<file path="src/rtl/booth4_pkg.sv">
// Shared types and helpers for the sequential radix-4 Booth multiplier:
// FSM states, Booth digit codes, default operand width and the digit recoder.
package booth4_pkg;

    localparam int BOOTH_WIDTH_DEFAULT = 16;

    typedef enum logic [1:0] {
        IDLE,
        ACC,
        RESOLVE,
        DONE
    } state_e;

    typedef enum logic [2:0] {
        ZERO,
        P1,
        P2,
        N1,
        N2
    } booth_digit_e;

    // Maps {b[2i+1], b[2i], b[2i-1]} to a radix-4 Booth digit.
    function automatic booth_digit_e booth_recode(input logic [2:0] bits);
        booth_digit_e digit;
        case (bits)
            3'b001, 3'b010: digit = P1;
            3'b011:         digit = P2;
            3'b100:         digit = N2;
            3'b101, 3'b110: digit = N1;
            default:        digit = ZERO;
        endcase
        return digit;
    endfunction

endpackage

</file>
<file path="src/rtl/compressor_3_2.sv">
// Single-bit 3:2 compressor (full adder) used as the cell of csa_row.
module compressor_3_2 (
    input  logic x,
    input  logic y,
    input  logic z,
    output logic s,
    output logic c
);

    assign s = x ^ y ^ z;
    assign c = (x & y) | (x & z) | (y & z);

endmodule

</file>
<file path="src/rtl/csa_row.sv">
// One carry-save row of 3:2 compressors. The carry output is left unshifted;
// the parent aligns and truncates it.
module csa_row #(
    parameter int W = 32
) (
    input  logic [W-1:0] x,
    input  logic [W-1:0] y,
    input  logic [W-1:0] z,
    output logic [W-1:0] s,
    output logic [W-1:0] c
);

    genvar gi;
    generate
        for (gi = 0; gi < W; gi++) begin : g_cell
            compressor_3_2 u_cmp (
                .x (x[gi]),
                .y (y[gi]),
                .z (z[gi]),
                .s (s[gi]),
                .c (c[gi])
            );
        end
    endgenerate

endmodule

</file>
<file path="src/rtl/booth4_seq_mult.sv">
// Sequential signed radix-4 Booth multiplier: one partial product per cycle
// into a carry-save accumulator, then one carry-propagate add. Optional macro: BOOTH_SEQ_ZERO_SKIP_EN.
module booth4_seq_mult
    import booth4_pkg::*;
#(
    parameter int WIDTH = BOOTH_WIDTH_DEFAULT
) (
    input  logic                 sys_clk,
    input  logic                 sys_rst_n,
    input  logic                 start_valid,
    output logic                 start_ready,
    input  logic [WIDTH-1:0]     a,
    input  logic [WIDTH-1:0]     b,
    output logic                 res_valid,
    input  logic                 res_ready,
    output logic [2*WIDTH-1:0]   product,
    output logic                 busy
);

    localparam int PW    = 2 * WIDTH;
    localparam int CNT_W = $clog2(WIDTH / 2);
    localparam logic [CNT_W-1:0] CNT_LAST = CNT_W'(WIDTH / 2 - 1);

    state_e           state_q, state_d;
    logic [CNT_W-1:0] cnt_q, cnt_d;
    logic [WIDTH-1:0] a_q, a_d;
    logic [WIDTH-1:0] b_q, b_d;
    logic [PW-1:0]    sum_q, sum_d;
    logic [PW-1:0]    carry_q, carry_d;
    logic             neg_q, neg_d;
    logic [PW-1:0]    product_q, product_d;

    booth_digit_e     digit;
    logic [PW-1:0]    a_ext, mult, pp, inj, csa_z, csa_s, csa_c;
    logic             neg_cur;

    // The +1 of a negative digit is deferred one step: it lands in the empty
    // low bits of the next partial product, and the last one is added in RESOLVE.
    always_comb begin
        a_ext   = {{WIDTH{a_q[WIDTH-1]}}, a_q};
        digit   = booth_recode(3'({b_q, 1'b0} >> {cnt_q, 1'b0}));
        mult    = '0;
        neg_cur = 1'b0;
        case (digit)
            P1: mult = a_ext;
            P2: mult = a_ext << 1;
            N1: begin mult = ~a_ext;        neg_cur = 1'b1; end
            N2: begin mult = ~(a_ext << 1); neg_cur = 1'b1; end
            default: mult = '0;
        endcase
        pp    = mult << {cnt_q, 1'b0};
        inj   = (PW'(neg_q) << {cnt_q, 1'b0}) >> 2;
        csa_z = pp | inj;
    end

    csa_row #(.W(PW)) u_csa_row (
        .x (sum_q),
        .y (carry_q),
        .z (csa_z),
        .s (csa_s),
        .c (csa_c)
    );

    always_comb begin
        state_d   = state_q;
        cnt_d     = cnt_q;
        a_d       = a_q;
        b_d       = b_q;
        sum_d     = sum_q;
        carry_d   = carry_q;
        neg_d     = neg_q;
        product_d = product_q;
        case (state_q)
            IDLE: begin
                if (start_valid) begin
                    a_d     = a;
                    b_d     = b;
                    sum_d   = '0;
                    carry_d = '0;
                    neg_d   = 1'b0;
                    cnt_d   = '0;
                    state_d = ACC;
`ifdef BOOTH_SEQ_ZERO_SKIP_EN
                    if (a == '0 || b == '0) begin
                        product_d = '0;
                        state_d   = DONE;
                    end
`endif
                end
            end
            ACC: begin
                sum_d   = csa_s;
                carry_d = csa_c << 1;
                neg_d   = neg_cur;
                cnt_d   = cnt_q + CNT_W'(1);
                if (cnt_q == CNT_LAST) begin
                    state_d = RESOLVE;
                end
            end
            RESOLVE: begin
                product_d = sum_q + carry_q + (PW'(neg_q) << (WIDTH - 2));
                state_d   = DONE;
            end
            DONE: begin
                if (res_ready) begin
                    state_d = IDLE;
                end
            end
            default: state_d = IDLE;
        endcase
    end

    always_ff @(posedge sys_clk or negedge sys_rst_n) begin
        if (!sys_rst_n) begin
            state_q   <= IDLE;
            cnt_q     <= '0;
            a_q       <= '0;
            b_q       <= '0;
            sum_q     <= '0;
            carry_q   <= '0;
            neg_q     <= 1'b0;
            product_q <= '0;
        end else begin
            state_q   <= state_d;
            cnt_q     <= cnt_d;
            a_q       <= a_d;
            b_q       <= b_d;
            sum_q     <= sum_d;
            carry_q   <= carry_d;
            neg_q     <= neg_d;
            product_q <= product_d;
        end
    end

    assign start_ready = (state_q == IDLE);
    assign res_valid   = (state_q == DONE);
    assign busy        = (state_q != IDLE);
    assign product     = product_q;

endmodule
</file>
<file path="config.mk">
export PLATFORM = sky130hd
export DESIGN_NAME = booth4_seq_mult
export DESIGN_NICKNAME = d
export VERILOG_FILES = /design/src/rtl/booth4_pkg.sv /design/src/rtl/compressor_3_2.sv /design/src/rtl/csa_row.sv /design/src/rtl/booth4_seq_mult.sv
export SDC_FILE = /design/constraint.sdc
export NUM_CORES = 1
export LEC_CHECK = 0
export BUFFER_PORTS_ARGS = -buffer_cell sky130_fd_sc_hd__buf_2
export CAP_MARGIN = 25
export CORE_MARGIN = 2
export CORE_UTILIZATION = 60
export CTS_BUF_LIST = sky130_fd_sc_hd__clkbuf_8
export DETAILED_ROUTE_END_ITERATION = 12
export GPL_TIMING_DRIVEN = 0
export PLACE_DENSITY_LB_ADDON = 0.15
export SLEW_MARGIN = 30
export SYNTH_ARGS = -nofsm -noshare
export SYNTH_HDL_FRONTEND = slang
export SYNTH_SLANG_ARGS = --single-unit
</file>
<file path="constraint.sdc">
create_clock -name sys_clk -period 5.3 [get_ports sys_clk]
set_clock_uncertainty 0.05 [all_clocks]
set_input_delay 0.53 -clock sys_clk [delete_from_list [all_inputs] [get_ports sys_clk]]
set_output_delay 0.53 -clock sys_clk [all_outputs]
set_load 0.005 [all_outputs]
</file>
==> results.ini, run 1 <==
[layout]
fin_nets=1119
stdcell_count=1182
antenna_cells=0
post-route-util=0.688
syn_to_final_growth_pct=11.7
final_area_um2=10000
layout-drive-gt1-share=0.187
num-fill-cells=1188

[place]
port_buffers=70
dpl.hpwl_mm=14.9
placed_cells=1151
placed_cell_area_um2=9570
gp_congestion=0.907

[yosys]
syn_avg_cell_area_um2=9.99
yosysWarnings=0
synth-async-reset-ratio=1.00
ys_ff_latch=133
synth_top_area_frac=0.372
syn_nets=1029
synth_top_area_cell=dfrtp_1
seq_area_frac_synth=0.372
synth_area_leaders=dfrtp_1 (37%), ha_1 (9.1%), mux2_2 (7.5%)
synth-edff-count=0
ys.flop_type=dfrtp_1
postSynthCellCount=896
synth.cell_area_um2=8950
synth_cell_types=67

[floorplan]
die_x_um=126
core_area_um2=14500
dieHeight_um=126
initial_utilization=0.616
num_io_pins=71
std_cell_rows=44
dieArea_um2=15900

[clock_network]
h-tree-depth=4
cts_resized=0
cts_root_buffer=clkbuf_8
cts_buffers=17
clk_latency_ns=0.46
tritoncts=built
cts_buffer_depth=2
clk_pin_slew_worst_paths_ns=0.08
post_cts_buffers=0
cts.sink_count=133
hold_buffers=0

[global_routing]
overflow=0
grt_pass1_vias=6715
grt.total_usage=0.261
antenna_found_initial=0
grt_pass1_wl_mm=33.2
grt_max_degree=76

[detailed_routing]
first_pass_iters=5
drt_iter0_drc=424
routed_wl_mm=19.7
wl_per_cell_um=16.7
drtAntennaViolNets=0
via_per_inst=5.76
drc=0
vias=6814

[timing]
hold_slack_ns=-0.0244
finalCritPeriodShare=0.735
post-route-min-period_ns=3.89
setup_viol=0
finalMaxSlewViolations=0
setup_tns_ns=0
maxSlewHeadroom=0.504
rsz0062_at_grt=false
worst_pin_slew_ns=0.732
hold_viol_final=4
clock.fmax_mhz=257

[run]
drv_cap=0

[worst_setup_path]
cp_max_fo=10
worstSetupPathType=reg2reg
start_kind=flop
endpoint_kind=flop
worst_ep_arrival_time_ns=4.16
required_ns=5.56

[min_path]
hp-class=in2async

[status]
outcome=finished with violations
violations=hold timing

-- sequential cells by signal, indices dropped and copies added, names as in the netlist --
| signal | cells |
|---|---|
| sum_q | 32 |
| a_q | 16 |
| cnt_q | 3 |
| carry_q | 31 |
| state_q | 2 |
| b_q | 16 |
| product | 32 |
| neg_q | 1 |
-- final timing paths --
path	from	to	slack [ns]	cells after the start
max	cnt_q[1]$_DFFE_PN0P_	sum_q[13]$_DFFE_PN0P_	1.41	12
min	sys_rst_n	product[4]$_DFFE_PN0P_	-0.02	1
max reg2reg	cnt_q[1]$_DFFE_PN0P_	sum_q[13]$_DFFE_PN0P_	1.41	12
min reg2reg	product[26]$_DFFE_PN0P_	product[26]$_DFFE_PN0P_	0.45	1
max in group asynchronous	sys_rst_n	a_q[3]$_DFFE_PN0P_	4.54	2
min in group sys_clk	b[5]	b_q[5]$_DFFE_PN0P_	0.25	2
-- cell families after synthesis --
logic type	after synthesis	share of synthesized area
xor+xnor	37	0.0362
buf+inv	116	0.0527
fa+ha+maj	97	0.162
compound gates	216	0.149
flops	133	0.372
simple gates	200	0.101
mux	97	0.127
-- cell usage after synthesis, drive strengths merged, types with 5 or more instances --
library cell and count:
a21o 5, o21bai 5, mux2i 30, ha 65, o21a 10, xnor2 31
buf 17, clkbuf 25, nor2 26, mux2 62, nand2 118, o221ai 15
nor3 9, a21oi 39, a211oi 8, o21ai 102, dfrtp 133, fa 32
nand2b 5, nor2b 8, xor2 6, inv 74, o211ai 5, mux4 5
nand3 12
-- cell type report --
class	count	area, um2	share of cell area
Clock inverter	13	183	0.0183
Multi-Input combinational cell	647	5150	0.515
Sequential cell	133	3330	0.333
Timing Repair Buffer	71	388	0.0388
Clock buffer	18	248	0.0248
Buffer	42	194	0.0194
Inverter	74	278	0.0278
Tap cell	184	230	0.0230
-- per-stage QoR --
stage	setup slack, ns	hold slack [ns]
after detailed placement	1.37	0.441
after global placement	1.32	0.434
after global routing	1.11	0.0111
after CTS	1.30	0.00551
final	1.41	-0.0244
after floorplan	2.00	0.184
-- routing by layer --
| layer | vias up | wire (um) | global-route usage |
|---|---|---|---|
| li1 | 3300 | - | - |
| met1 | 3308 | 9180 | 0.364 |
| met2 | 173 | 9240 | 0.417 |
| met3 | 33 | 900 | 0.0497 |
| met4 | 0 | 399 | 0.0789 |
| met5 | - | 0 | 0 |
-- cells in the final DEF, fill, tap and decap left out, types with 10 or more instances in the layout --
master | synthesis | layout
dfrtp_1 | 133 | 133
nand2_1 | 117 | 117
o21ai_0 | 99 | 99
inv_1 | 74 | 75
buf_2 | 2 | 71
ha_1 | 65 | 65
mux2_2 | 60 | 60
a21oi_1 | 39 | 39
fa_1 | 32 | 32
xnor2_1 | 31 | 31
mux2i_1 | 29 | 29
nor2_1 | 26 | 26
clkbuf_1 | 25 | 25
clkbuf_8 | 0 | 18
o221ai_1 | 13 | 13
nand3_1 | 12 | 12
buf_1 | 10 | 10
o21a_1 | 10 | 10
-- worst max-delay path: stages, from the launching register on --
cell and delay, ns:
dfrtp_1 0.46, buf_6 0.21, mux4_2 0.60, mux2i_4 0.23, o21ai_2 0.13, nand2b_4 0.19
buf_4 0.18, o221ai_1 0.39, mux2i_1 0.17, o21ai_0 0.31, mux2i_1 0.22, fa_1 0.52
o21ai_0 0.07
Power of run 1 is left out: the tool's default activity adds up to more than one toggle a clock period on the data nets, which glitch-free logic cannot reach.
==> run 2, diff against run 1 <==
==> constraint.sdc (replaced) <==
create_clock -name sys_clk -period 3.8 [get_ports sys_clk]
set_clock_uncertainty 0.05 [all_clocks]
set_input_delay 0.38 -clock sys_clk [delete_from_list [all_inputs] [get_ports sys_clk]]
set_output_delay 0.38 -clock sys_clk [all_outputs]
set_load 0.005 [all_outputs]
==> results.ini, run 2 (synthesized netlist as in run 1, its figures left out) <==
[timing]
rsz0062_at_grt=true
maxSlewHeadroom=0.560
clock.fmax_mhz=268
worst_pin_slew_ns=0.661
finalMaxSlewViolations=0
hold_viol_final=0
setup_viol=0
finalCritPeriodShare=0.983
post-route-min-period_ns=3.73

[detailed_routing]
drtAntennaViolNets=0
via_per_inst=5.75
first_pass_iters=5
vias=6812
drc=0
routed_wl_mm=19.8
wl_per_cell_um=16.7
drt_iter0_drc=462

[floorplan]
initial_utilization=0.616
num_io_pins=71
die_x_um=126
core_area_um2=14500
dieArea_um2=15900
dieHeight_um=126
std_cell_rows=44

[worst_setup_path]
start_kind=flop
cp_max_fo=10
worst-r2r-cell-count=10
worst_ep_arrival_time_ns=3.99
worstSetupPathType=reg2reg
endpoint_kind=flop
required_ns=4.05

[min_path]
hp-class=in2reg
hold_path_depth=2

[layout]
fin_nets=1122
stdcell_count=1185
layout-drive-gt1-share=0.199
layout.cells.most_common_list=dfrtp_1 (131), nand2_1 (117), o21ai_0 (96)
num-fill-cells=1181
antenna_cells=0
multi_input_area_um2=5200
layout_commonest_cell=dfrtp_1
register_area_um2=3330
syn_to_final_growth_pct=12.6

[global_routing]
grt_max_degree=76
antenna_found_initial=0
grt.total_usage=0.261
grt_pass1_vias=6715
grt_pass1_wl_mm=33.2
overflow=0

[place]
placed_cells=1151
port_buffers=70
gp_congestion=0.907
dpl.hpwl_mm=14.9

[clock_network]
h-tree-depth=4
cts_root_buffer=clkbuf_8
tritoncts=built
cts_buffer_depth=2
cts.sink_count=133
clk_latency_ns=0.45
clk_pin_slew_worst_paths_ns=0.08
cts_buffers=17

[status]
outcome=finished clean

[run]
drv_cap=0

-- run 2: path summary, 6_finish.rpt --
path / slack (ns) / startpoint / end
worst max-delay path: 0.07 / cnt_q[1]$_DFFE_PN0P_ / sum_q[14]$_DFFE_PN0P_
worst min-delay path: 0.11 / b[5] / b_q[5]$_DFFE_PN0P_
worst max register to register: 0.07 / cnt_q[1]$_DFFE_PN0P_ / sum_q[14]$_DFFE_PN0P_
worst min register to register: 0.45 / product[26]$_DFFE_PN0P_ / product[26]$_DFFE_PN0P_
max in group asynchronous: 2.59 / sys_rst_n / cnt_q[1]$_DFFE_PN0P_
min in group asynchronous: 0.43 / sys_rst_n / product[4]$_DFFE_PN0P_
-- run 2: per-stage QoR --
stage | setup TNS (ns) | hold slack (ns) | util | area [um2] | worst slack [ns]
global route | -0.283 | 0.0839 | 0.694 | 10100 | -0.0487
floorplan | 0 | 0.0344 | - | 8950 | 0.499
global placement | -0.178 | 0.434 | 0.656 | 9530 | -0.178
finish | 0 | 0.109 | 0.694 | 10100 | 0.0661
CTS | 0 | 0.0887 | 0.689 | 10000 | 0.00788
detailed placement | -0.184 | 0.342 | 0.658 | 9570 | -0.134
-- run 2: per-layer routing --
layer	global-route usage	share of wire	routed length [um]	vias up
met3	0.0497	0.045	882	27
met5	0	0	0	-
met4	0.0789	0.016	320	0
met1	0.364	0.47	9220	3321
met2	0.417	0.47	9370	161
li1	-	-	-	3303
-- run 2: cell type report --
type,count,share of cell area
Multi-Input combinational cell,647,0.516
Sequential cell,133,0.330
Timing Repair Buffer,74,0.0410
Inverter,74,0.0276
Clock buffer,18,0.0246
Tap cell,184,0.0228
Buffer,42,0.0196
Clock inverter,13,0.0181
-- run 2: critical path, stage by stage (launching register included) --
cell	delay, ns
dfrtp_2	0.43
buf_8	0.17
mux4_2	0.60
mux2i_4	0.24
o21ai_2	0.13
nand2b_4	0.19
o221ai_1	0.39
mux2i_1	0.24
mux4_2	0.56
fa_1	0.49
o21ai_0	0.09
-- run 2: timing repair --
action | CTS | global route
setup endpoints to repair | 4 | 35
gates resized for setup | 3 | 13
buffers inserted | 0 | 2
hold endpoints to repair | 74 | 0
hold buffers | 1 | 0
pin swaps | 0 | 2
Power of run 2 is left out for the same reason.
==> run 3, diff against run 2 <==
--- a/config.mk
+++ b/config.mk
@@ -9,7 +9,7 @@
 export CAP_MARGIN = 25
 export CORE_MARGIN = 2
 export CORE_UTILIZATION = 60
-export CTS_BUF_LIST = sky130_fd_sc_hd__clkbuf_8
+export CTS_BUF_LIST = sky130_fd_sc_hd__clkbuf_4
 export DETAILED_ROUTE_END_ITERATION = 12
 export GPL_TIMING_DRIVEN = 0
 export PLACE_DENSITY_LB_ADDON = 0.15
==> constraint.sdc (replaced) <==
create_clock -name sys_clk -period 3.8 [get_ports sys_clk]
set_clock_uncertainty 0.05 [all_clocks]
set_input_delay 0.19 -clock sys_clk [delete_from_list [all_inputs] [get_ports sys_clk]]
set_output_delay 0.19 -clock sys_clk [all_outputs]
set_load 0.005 [all_outputs]
==> results.ini, run 3 (synthesized netlist as in run 1, its figures left out) <==
[power_and_ir_drop]
p_per_area_nw_per_um2=1000
p_leak_nw=4.64
ir_worst_vdd_mv=0.746

[clock_network]
cts_buffer_depth=2
tritoncts=built
cts_root_buffer=clkbuf_4
cts.sink_count=133
clk_latency_ns=0.57
h-tree-depth=4
clk_pin_slew_worst_paths_ns=0.13
cts_buffers=17

[layout]
antenna_cells=0
register_area_um2=3330
multi_input_area_um2=5220
layout-drive-gt1-share=0.195
fin_nets=1153
layout_commonest_cell=dfrtp_1
final_area_um2=10300
syn_to_final_growth_pct=15.0
layout.cells.most_common_list=dfrtp_1 (131), nand2_1 (117), o21ai_0 (95)
num-fill-cells=1145

[status]
outcome=finished clean

[timing]
finalMaxSlewViolations=0
hold_viol_final=0
setup_tns_ns=0
setup_viol=0
post-route-min-period_ns=3.75
rsz0062_at_grt=true
finalCritPeriodShare=0.988
clock.fmax_mhz=266
maxSlewHeadroom=0.559
worst_pin_slew_ns=0.661

[detailed_routing]
first_pass_iters=5
drc=0
wl_per_cell_um=16.7
drtAntennaViolNets=0
via_per_inst=5.73
drt_iter0_drc=411
vias=6969
routed_wl_mm=20.3

[place]
port_buffers=70
placed_cell_area_um2=9570
dpl.hpwl_mm=14.9
gp_congestion=0.907

[worst_setup_path]
cpPeakStageDelay_ns=0.59
worst_ep_arrival_time_ns=4.13
endpoint_kind=flop
cp_max_fo=10
required_ns=4.17
start_kind=flop
cp_common_cell=mux4_2
cp_slowest_cell=mux4_2
path_cells=buf_8 -> mux4_2 -> mux2i_4 -> o21ai_2 -> nand2b_4 -> o221ai_1 -> mux2i_1 -> mux4_2 -> fa_1 -> o21ai_0
worstSetupPathType=reg2reg

[floorplan]
die_x_um=126
dieHeight_um=126
std_cell_rows=44
num_io_pins=71
core_area_um2=14500
initial_utilization=0.616
dieArea_um2=15900

[global_routing]
grt_pass1_vias=6915
grt.total_usage=0.265
overflow=0
antenna_found_initial=0
grt_pass1_wl_mm=33.8
grt_max_degree=76

[run]
drv_cap=0

[min_path]
hp-class=in2reg

## run 3: cell count changes in the layout (fill, tap and decap cells not counted), sizes merged
cell / previous run / this run
buf: 90 / 89
clkinv: 4 / 5
dlygate4sd3: 1 / 33
inv: 76 / 75
## run 3: area by class of cell
class,instances,share of cell area
Clock buffer,18,0.0131
Multi-Input combinational cell,647,0.507
Tap cell,184,0.0224
Clock inverter,13,0.0177
Inverter,74,0.0270
Sequential cell,133,0.323
Buffer,42,0.0192
Timing Repair Buffer,105,0.0705
## run 3: stage by stage
| stage | power, mW | util | hold slack (ns) | std cells | worst slack [ns] |
|---|---|---|---|---|---|
| after floorplan | 7.17 | - | -0.156 | 896 | 0.499 |
| after global placement | 8.81 | 0.656 | 0.370 | 1150 | -0.178 |
| after detailed placement | 8.96 | 0.658 | 0.152 | 1151 | -0.134 |
| after CTS | 10.1 | 0.704 | 0.0450 | 1215 | 0.0431 |
| after global routing | 11.3 | 0.708 | 0.0483 | 1216 | -0.0952 |
| final | 10.3 | 0.708 | 0.0663 | 1216 | 0.0453 |
## run 3: repair_timing
action | 4_1_cts | 5_1_grt
gates resized for setup | 4 | 17
pin swaps | 0 | 2
endpoints found under the setup margin | 5 | 31
hold endpoints to repair | 127 | 0
buffers inserted | 0 | 1
hold buffers | 33 | 0
## run 3: final timing paths
kind / start / end / slack (ns) / cells after the start
max: cnt_q[1]$_DFFE_PN0P_ / sum_q[14]$_DFFE_PN0P_ / 0.05 / 10
min: start_valid / b_q[0]$_DFFE_PN0P_ / 0.07 / 3
max reg2reg: cnt_q[1]$_DFFE_PN0P_ / sum_q[14]$_DFFE_PN0P_ / 0.05 / 10
min reg2reg: product[26]$_DFFE_PN0P_ / product[26]$_DFFE_PN0P_ / 0.46 / 1
max in group asynchronous: sys_rst_n / a_q[15]$_DFFE_PN0P_ / 2.90 / 3
min in group asynchronous: sys_rst_n / product[4]$_DFFE_PN0P_ / 0.12 / 2
## run 3: power by group
group	switching (mW)	internal, mW	leakage (nW)
registers	0.479	2.02	1.69
logic	3.92	2.83	2.78
clock network	0.558	0.524	0.162
## run 3: metal layers
metal	global-route usage	vias to the layer above	part of all wire
met5	0	-	0
met4	0.0679	0	0.014
met3	0.0514	29	0.042
met2	0.436	168	0.48
met1	0.365	3397	0.46
li1	-	3375	-
## run 3: critical path: cells and delay by family (launching register included)
kind,cells,cell delay (ns)
AOI/OAI and AO/OA,3,0.61
buffers and inverters,1,0.17
adders and majority gates,1,0.49
muxes,4,1.63
DFF,1,0.45
and+or+nand+nor,1,0.19
(Power assumes the default switching activity.)
